$ cat config.mk
export PLATFORM = sky130hd
export DESIGN_NAME = game_sequencer
export DESIGN_NICKNAME = d
export VERILOG_FILES = /design/src/rtl/game_pkg.sv /design/src/rtl/edge_pulse.sv /design/src/rtl/game_sequencer.sv
export SDC_FILE = /design/constraint.sdc
export NUM_CORES = 1
export LEC_CHECK = 0
export CAP_MARGIN = 30
export CORE_MARGIN = 5
export CORE_UTILIZATION = 52
export CTS_BUF_LIST = sky130_fd_sc_hd__clkbuf_8
export CTS_CLUSTER_SIZE = 40
export DETAILED_ROUTE_END_ITERATION = 10
export PLACE_DENSITY = 0.78
export SYNTH_ARGS = -nofsm -noshare
export SYNTH_HDL_FRONTEND = slang
export SYNTH_SLANG_ARGS = --single-unit
$ cat constraint.sdc
create_clock -name clk -period 2.3 [get_ports clk]
set_clock_uncertainty 0.05 [all_clocks]
set_input_delay 0.46 -clock clk [delete_from_list [all_inputs] [get_ports clk]]
set_output_delay 0.46 -clock clk [all_outputs]
set_load 0.01 [all_outputs]
$ cat src/rtl/game_pkg.sv
// game_pkg: state encoding, World over codes and RGB mask constants
// shared by game_sequencer and its bench.
package game_pkg;

    typedef enum logic [2:0] {
        ST_TITLE    = 3'd0,
        ST_FADEIN   = 3'd1,
        ST_PLAY     = 3'd2,
        ST_DYING    = 3'd3,
        ST_RESPAWN  = 3'd4,
        ST_GAMEOVER = 3'd5,
        ST_WIN      = 3'd6,
        ST_PAUSED   = 3'd7
    } state_e;

    localparam logic [1:0] OVER_PLAYING  = 2'b00;
    localparam logic [1:0] OVER_DEAD     = 2'b01;
    localparam logic [1:0] OVER_WON      = 2'b10;
    localparam logic [1:0] OVER_DEAD_ALT = 2'b11;

    localparam logic [11:0] MASK_FFF = 12'hFFF;
    localparam logic [11:0] MASK_000 = 12'h000;
    localparam logic [11:0] MASK_F00 = 12'hF00;
    localparam logic [11:0] MASK_0F0 = 12'h0F0;
    localparam logic [11:0] MASK_777 = 12'h777;

    function automatic logic [11:0] grey_mask(input logic [3:0] lvl);
        return {lvl, lvl, lvl};
    endfunction

endpackage

$ cat src/rtl/edge_pulse.sv
// edge_pulse: registers a level once and flags its rising edge
// for one clk.
module edge_pulse (
    input  logic clk,
    input  logic rst,
    input  logic d_i,
    output logic pulse_o
);

    logic d_q;

    always_ff @(posedge clk or posedge rst) begin
        if (rst) d_q <= 1'b0;
        else     d_q <= d_i;
    end

    assign pulse_o = d_i & ~d_q;

endmodule

$ cat src/rtl/game_sequencer.sv
// game_sequencer: title/fade/play/death/respawn/game-over flow for World
// and Output. Define PAUSE_EN to add the pause input and PAUSED state.
module game_sequencer
    import game_pkg::*;
#(
    parameter int LIVES          = 3,
    parameter int FADE_FRAMES    = 2,
    parameter int BLINK_FRAMES   = 16,
    parameter int RESPAWN_FRAMES = 4
) (
    input  logic        clk,
    input  logic        rst,
    input  logic        clk_frame,
    input  logic        start,
`ifdef PAUSE_EN
    input  logic        pause,
`endif
    input  logic [1:0]  over,
    output logic        world_rstn,
    output logic        world_en,
    output logic [11:0] mask,
    output logic [1:0]  lives,
    output logic [2:0]  state
);

    localparam int TW = 8;
    typedef logic [TW-1:0] tmr_t;
    localparam tmr_t FADE_LAST  = tmr_t'(FADE_FRAMES - 1);
    localparam tmr_t BLINK_LAST = tmr_t'(BLINK_FRAMES - 1);
    localparam tmr_t RESP_LAST  = tmr_t'(RESPAWN_FRAMES - 1);
    localparam logic [1:0] LIVES_INIT = 2'(LIVES);

    logic tick, start_pulse;

    edge_pulse u_frame (.clk, .rst, .d_i(clk_frame), .pulse_o(tick));
    edge_pulse u_start (.clk, .rst, .d_i(start), .pulse_o(start_pulse));

`ifdef PAUSE_EN
    logic pause_pulse;
    edge_pulse u_pause (.clk, .rst, .d_i(pause), .pulse_o(pause_pulse));
`endif

    state_e      state_q, state_d;
    logic [3:0]  lvl_q, lvl_d;
    tmr_t        timer_q, timer_d;
    logic [1:0]  lives_q, lives_d;
    logic        blink_q, blink_d;
    logic        rstn_q, rstn_d;
    logic        en_q, en_d;
    logic [11:0] mask_q, mask_d;

    always_ff @(posedge clk or posedge rst) begin
        if (rst) begin
            state_q <= ST_TITLE;
            lvl_q   <= 4'd0;
            timer_q <= '0;
            lives_q <= 2'd0;
            blink_q <= 1'b0;
            rstn_q  <= 1'b0;
            en_q    <= 1'b0;
            mask_q  <= MASK_FFF;
        end else begin
            state_q <= state_d;
            lvl_q   <= lvl_d;
            timer_q <= timer_d;
            lives_q <= lives_d;
            blink_q <= blink_d;
            rstn_q  <= rstn_d;
            en_q    <= en_d;
            mask_q  <= mask_d;
        end
    end

    always_comb begin
        state_d = state_q;
        lvl_d   = lvl_q;
        timer_d = timer_q;
        lives_d = lives_q;
        blink_d = blink_q;
        unique case (state_q)
            ST_TITLE: begin
                if (start_pulse) begin
                    state_d = ST_FADEIN;
                    lives_d = LIVES_INIT;
                    lvl_d   = 4'd0;
                    timer_d = '0;
                end
            end
            ST_FADEIN: begin
                if (tick) begin
                    if (timer_q == FADE_LAST) begin
                        timer_d = '0;
                        if (lvl_q == 4'hF) state_d = ST_PLAY;
                        else               lvl_d   = lvl_q + 4'd1;
                    end else begin
                        timer_d = timer_q + tmr_t'(1);
                    end
                end
            end
            ST_PLAY: begin
                // Death wins over a simultaneous win or pause request.
                if (over == OVER_DEAD || over == OVER_DEAD_ALT) begin
                    state_d = ST_DYING;
                    lvl_d   = 4'hF;
                    timer_d = '0;
                end else if (over == OVER_WON) begin
                    state_d = ST_WIN;
                    timer_d = '0;
                    blink_d = 1'b0;
`ifdef PAUSE_EN
                end else if (pause_pulse) begin
                    state_d = ST_PAUSED;
`endif
                end
            end
            ST_DYING: begin
                if (tick) begin
                    if (timer_q == FADE_LAST) begin
                        timer_d = '0;
                        if (lvl_q != 4'd0) begin
                            lvl_d = lvl_q - 4'd1;
                        end else if (lives_q <= 2'd1) begin
                            state_d = ST_GAMEOVER;
                            lives_d = 2'd0;
                            blink_d = 1'b0;
                        end else begin
                            state_d = ST_RESPAWN;
                            lives_d = lives_q - 2'd1;
                        end
                    end else begin
                        timer_d = timer_q + tmr_t'(1);
                    end
                end
            end
            ST_RESPAWN: begin
                if (tick) begin
                    if (timer_q == RESP_LAST) begin
                        state_d = ST_FADEIN;
                        lvl_d   = 4'd0;
                        timer_d = '0;
                    end else begin
                        timer_d = timer_q + tmr_t'(1);
                    end
                end
            end
            ST_GAMEOVER, ST_WIN: begin
                if (start_pulse) begin
                    state_d = ST_TITLE;
                end else if (tick) begin
                    if (timer_q == BLINK_LAST) begin
                        timer_d = '0;
                        blink_d = ~blink_q;
                    end else begin
                        timer_d = timer_q + tmr_t'(1);
                    end
                end
            end
`ifdef PAUSE_EN
            ST_PAUSED: begin
                if (pause_pulse) state_d = ST_PLAY;
            end
`endif
            default: state_d = ST_TITLE;
        endcase

        rstn_d = 1'b1;
        en_d   = 1'b0;
        mask_d = MASK_FFF;
        unique case (state_d)
            ST_TITLE:    rstn_d = 1'b0;
            ST_FADEIN:   mask_d = grey_mask(lvl_d);
            ST_PLAY:     en_d   = 1'b1;
            ST_DYING:    mask_d = grey_mask(lvl_d);
            ST_RESPAWN: begin
                rstn_d = 1'b0;
                mask_d = MASK_000;
            end
            ST_GAMEOVER: mask_d = blink_d ? MASK_000 : MASK_F00;
            ST_WIN:      mask_d = blink_d ? MASK_000 : MASK_0F0;
            ST_PAUSED:   mask_d = MASK_777;
            default:     mask_d = MASK_FFF;
        endcase
    end

    assign world_rstn = rstn_q;
    assign world_en   = en_q;
    assign mask       = mask_q;
    assign lives      = lives_q;
    assign state      = state_q;

endmodule

==> results.md <==
- The terminus of the critical flop-to-flop path is mask[7].
- The mapped netlist covers 0.002064 mm2.
- The worst endpoint data arrival time is 2.81 ns.
- The number of nets still failing antenna checks after routing is 0.
- sky130_fd_sc_hd__dfrtp_1 takes more of the synthesized area than any other cell.
- Counting instances, the worst hold path has a depth of 2.
- The clock tree synthesis step divided the H-tree into 2 levels.
- The most frequent cell after synthesis is sky130_fd_sc_hd__dfrtp_1.
- The overall die area is 0.005330 mm2.
- Summed over all layers, the routed wires come to 5.936 mm.
- The biggest fanout along the worst timing path is 4.
- The ratio of total power to cell area is 1255 mW/mm2.
- The mean instance size in the synthesized netlist is 8.976 um2.
- The origin of the critical flop-to-flop path is timer_q[4].
- The post-layout minimum cycle time is 2.641 ns.
- The post-route netlist has 31.80% of its cells at a drive strength greater than 1.
- Clock tree synthesis found a total of 34 sinks.
- The startpoint of the most critical hold path is lives[1].
- Setup violations remaining at the end of the flow were counted as 17.
- The register bit count reported by yosys is 34.
- The netlist uses 49 different library cells.
- The first global-routing pass estimated 9.653 mm of wire.
- 25 I/O pins were placed.
- The synthesized design contains 0 enable-type register cells.
- After clock tree synthesis, the clock-pin slew on the worst setup and hold paths is 0.07 ns.
- The setup path with the least slack is of type register to register.
- Based on the critical path, the design can be clocked at up to 378.7 MHz.
- The largest single stage delay on the critical path is 0.54 ns.
- The vertical die dimension is 73.01 um.
- Headroom to the max-slew limit came out at 68.41%.
- After floorplanning, the core was divided into 23 placement rows.
- The commonest register cell after synthesis is sky130_fd_sc_hd__dfrtp_1.
- For hold timing, the worst endpoint is lives[0].
- The final reports fail on negative setup slack.
- During synthesis, Yosys emitted a total of 0 warnings.
- The residual overflow from global routing is 0.
- In the final routed layout, each cell accounts on average for 16.72 um.
- The total of fill cells in the finished design is 288.
- The post-synthesis cell count is 230.
- The synthesis-to-finish area growth is 40.00%.
- The hold violation count in the final report is 0.
- The critical path launch point type is a register.
- The share of synthesized registers carrying an async set or reset is 100.0%.
- The root buffer selected by CTS is sky130_fd_sc_hd__clkbuf_8.
- In this run, CTS created clock tree buffers numbering 5.
- Max-cap violations in this run came to 0.
- The floorplan step set the die width to 73.01 um.
- The run finished, with violations left.
- For the pin with the worst max-slew slack, the measured transition is 0.4721 ns.
- In the synthesized netlist, the cells that appear most often are sky130_fd_sc_hd__dfrtp_1 (22), sky130_fd_sc_hd__o21ai_0 (19), sky130_fd_sc_hd__a21oi_1 (17), sky130_fd_sc_hd__nand2_1 (16), sky130_fd_sc_hd__inv_1 (14).
- The analysis attributes to cell leakage a power of 0.001265 uW.
- The max-slew violation count came to 0.
- Setup repair after global routing could not meet its margin everywhere.
- The placeable core region is 0.003914 mm2.
- In the post-synthesis netlist, the biggest area contributors are sky130_fd_sc_hd__dfrtp_1 (27%), sky130_fd_sc_hd__dfstp_2 (15%), sky130_fd_sc_hd__o21ai_0 (4.6%), sky130_fd_sc_hd__a21oi_1 (4.1%), sky130_fd_sc_hd__nand2_1 (2.9%).
- The slowest cell on the critical path is sky130_fd_sc_hd__or4_4.
- The largest net degree at the start of global routing is 35.
- The initial antenna violation count is 0.
- The layout net count is 314.
- The via count is 2,119.
- The number of cells on the worst reg-to-reg path is 7.
- The flop-to-flop setup slack is -0.34 ns.
- The class of the most critical hold timing path is register to register.
- The share of synthesized area occupied by flip-flops and latches is 41.94%.
- For the worst setup path, the data required time is 2.47 ns.
- The period utilization is 114.8%.
- Traced cell by cell, the critical path runs through or4_4 > or4_4 > a221o_1 > a221o_1 > buf_4 > o21bai_4 > o21ai_2.
- The setup slack at placement is -0.3782 ns.
- No sink is reached through more buffers than the 2 on the longest clock path.
- The remaining routing DRC violations is 0.
- The first detailed-routing pass took 5 iterations.
- When the netlist entered floorplanning its net count stood at 240.
- The worst setup path is captured at a register.
- The detailed placer's ending HPWL is 4.167 mm.
- At the end of routability-driven placement, the weighted congestion stood at 0.9286.
- During placement, the flow inserted port buffers numbering 24.
- The share of the synthesized area in the top cell type is 26.67%.
- The number of antenna diodes in the final layout is 0.
- Once routing completed, OpenROAD measured the worst setup slack at -0.3408 ns.
- Global routing used 23.65% of the available tracks.
- The number of global-route vias before repair was 2,013.
- The detail-routed via count per cell is 5.969.
- Cells fill 73.85% of the core in the end.
- For this block, the initial DRC count from the detailed router was 168.
- TritonCTS built the clock tree.
- For this configuration, the core starts out at a cell density of 52.75%.
- The insertion delay of the later-clocked pin in the worst-skew pair is 0.29 ns.
- Across the VDD grid, the largest voltage drop is 0.0006511 V.
==> cells by family after synthesis <==
group	Yosys count	synth area share, %
compound gates	76	25.51
buf+inv	22	4.364
xor+xnor	1	0.4243
simple gates	92	24.79
flops	34	41.94
mux	1	0.5454
fa+ha+maj	4	2.424
==> placed cells by master, fill, tap and decap left out, types with 7 or more instances in the layout <==
| master | netlist | layout |
|---|---|---|
| sky130_fd_sc_hd__a21oi_1 | 17 | 12 |
| sky130_fd_sc_hd__nor2b_1 | 9 | 9 |
| sky130_fd_sc_hd__buf_4 | 0 | 48 |
| sky130_fd_sc_hd__a31oi_1 | 7 | 7 |
| sky130_fd_sc_hd__clkdlybuf4s50_1 | 0 | 24 |
| sky130_fd_sc_hd__o21ai_0 | 19 | 19 |
| sky130_fd_sc_hd__nand2_1 | 16 | 16 |
| sky130_fd_sc_hd__nand2b_1 | 8 | 7 |
| sky130_fd_sc_hd__inv_1 | 14 | 13 |
| sky130_fd_sc_hd__dfstp_2 | 12 | 12 |
| sky130_fd_sc_hd__dfrtp_1 | 22 | 22 |
| sky130_fd_sc_hd__nand3_1 | 8 | 8 |
| sky130_fd_sc_hd__nor3_1 | 11 | 8 |
| sky130_fd_sc_hd__nor2_1 | 12 | 12 |
==> worst max-delay path: cells and delay by family (launching register included) <==
| family | cells | cell delay [ns] |
|---|---|---|
| buf+inv | 1 | 0.16 |
| compound gates | 4 | 0.91 |
| flops | 1 | 0.38 |
| simple gates | 2 | 1.07 |
==> sequential cells by signal (all words and copies together) (netlist names), 2 cells and up <==
signal	count
lives	2
lvl_q	4
mask	12
state	3
timer_q	8
==> power by group <==
group | switching (uW) | internal (uW)
registers | 103 | 879
logic | 1110 | 1060
clock network | 226 | 241
total | 1440 | 2180
==> worst max-delay path by stage <==
stage / from / end / slack, ns / cells past startpoint
floorplan: timer_q[7] / mask[7] / -0.17 / 7
global placement: clk_frame / mask[9] / -0.33 / 8
detailed placement: clk_frame / mask[11] / -0.38 / 8
CTS: timer_q[4] / mask[4] / -0.29 / 7
global route: timer_q[4] / mask[7] / -0.39 / 7
finish: timer_q[4] / mask[7] / -0.34 / 7
==> through the flow <==
stage	TNS (ns)	cells	total power, uW	area, um2	hold WS, ns
3_3_place_gp	-4.977	346	2940	2718	0.4611
4_1_cts	-3.544	355	3562	2859	0.5018
3_5_place_dp	-5.979	346	2992	2718	0.4954
5_1_grt	-5.313	355	3859	2890	0.5443
6_report	-4.255	355	3627	2890	0.4929
2_1_floorplan	-2.446	230	2114	2064	0.4198
==> routing by layer <==
layer	vias to the layer above	share of wire (%)	track usage, %
met4	0	3.3	10.45
met2	102	50	39.32
met5	-	0	0
met3	26	7.1	5.647
li1	992	-	-
met1	999	39	28.93
==> layout make-up <==
cell class,count,area [um2],area share (%)
clock buffers,6,82.58,2.857
clock inverters,2,12.51,0.4329
inverters,14,56.30,1.948
multi-input cells,174,1167,40.39
flip-flops and latches,34,865.8,29.96
well taps,50,62.56,2.165
repair buffers,75,643.1,22.25
==> repair_timing <==
item                       4_1_cts  5_1_grt
hold buffers                     0        0
pin swaps                        2        2
setup buffers                    1        0
resized for setup                9        7
setup endpoints to repair       17       27
Note: power is estimated with default switching activity, not from simulation.
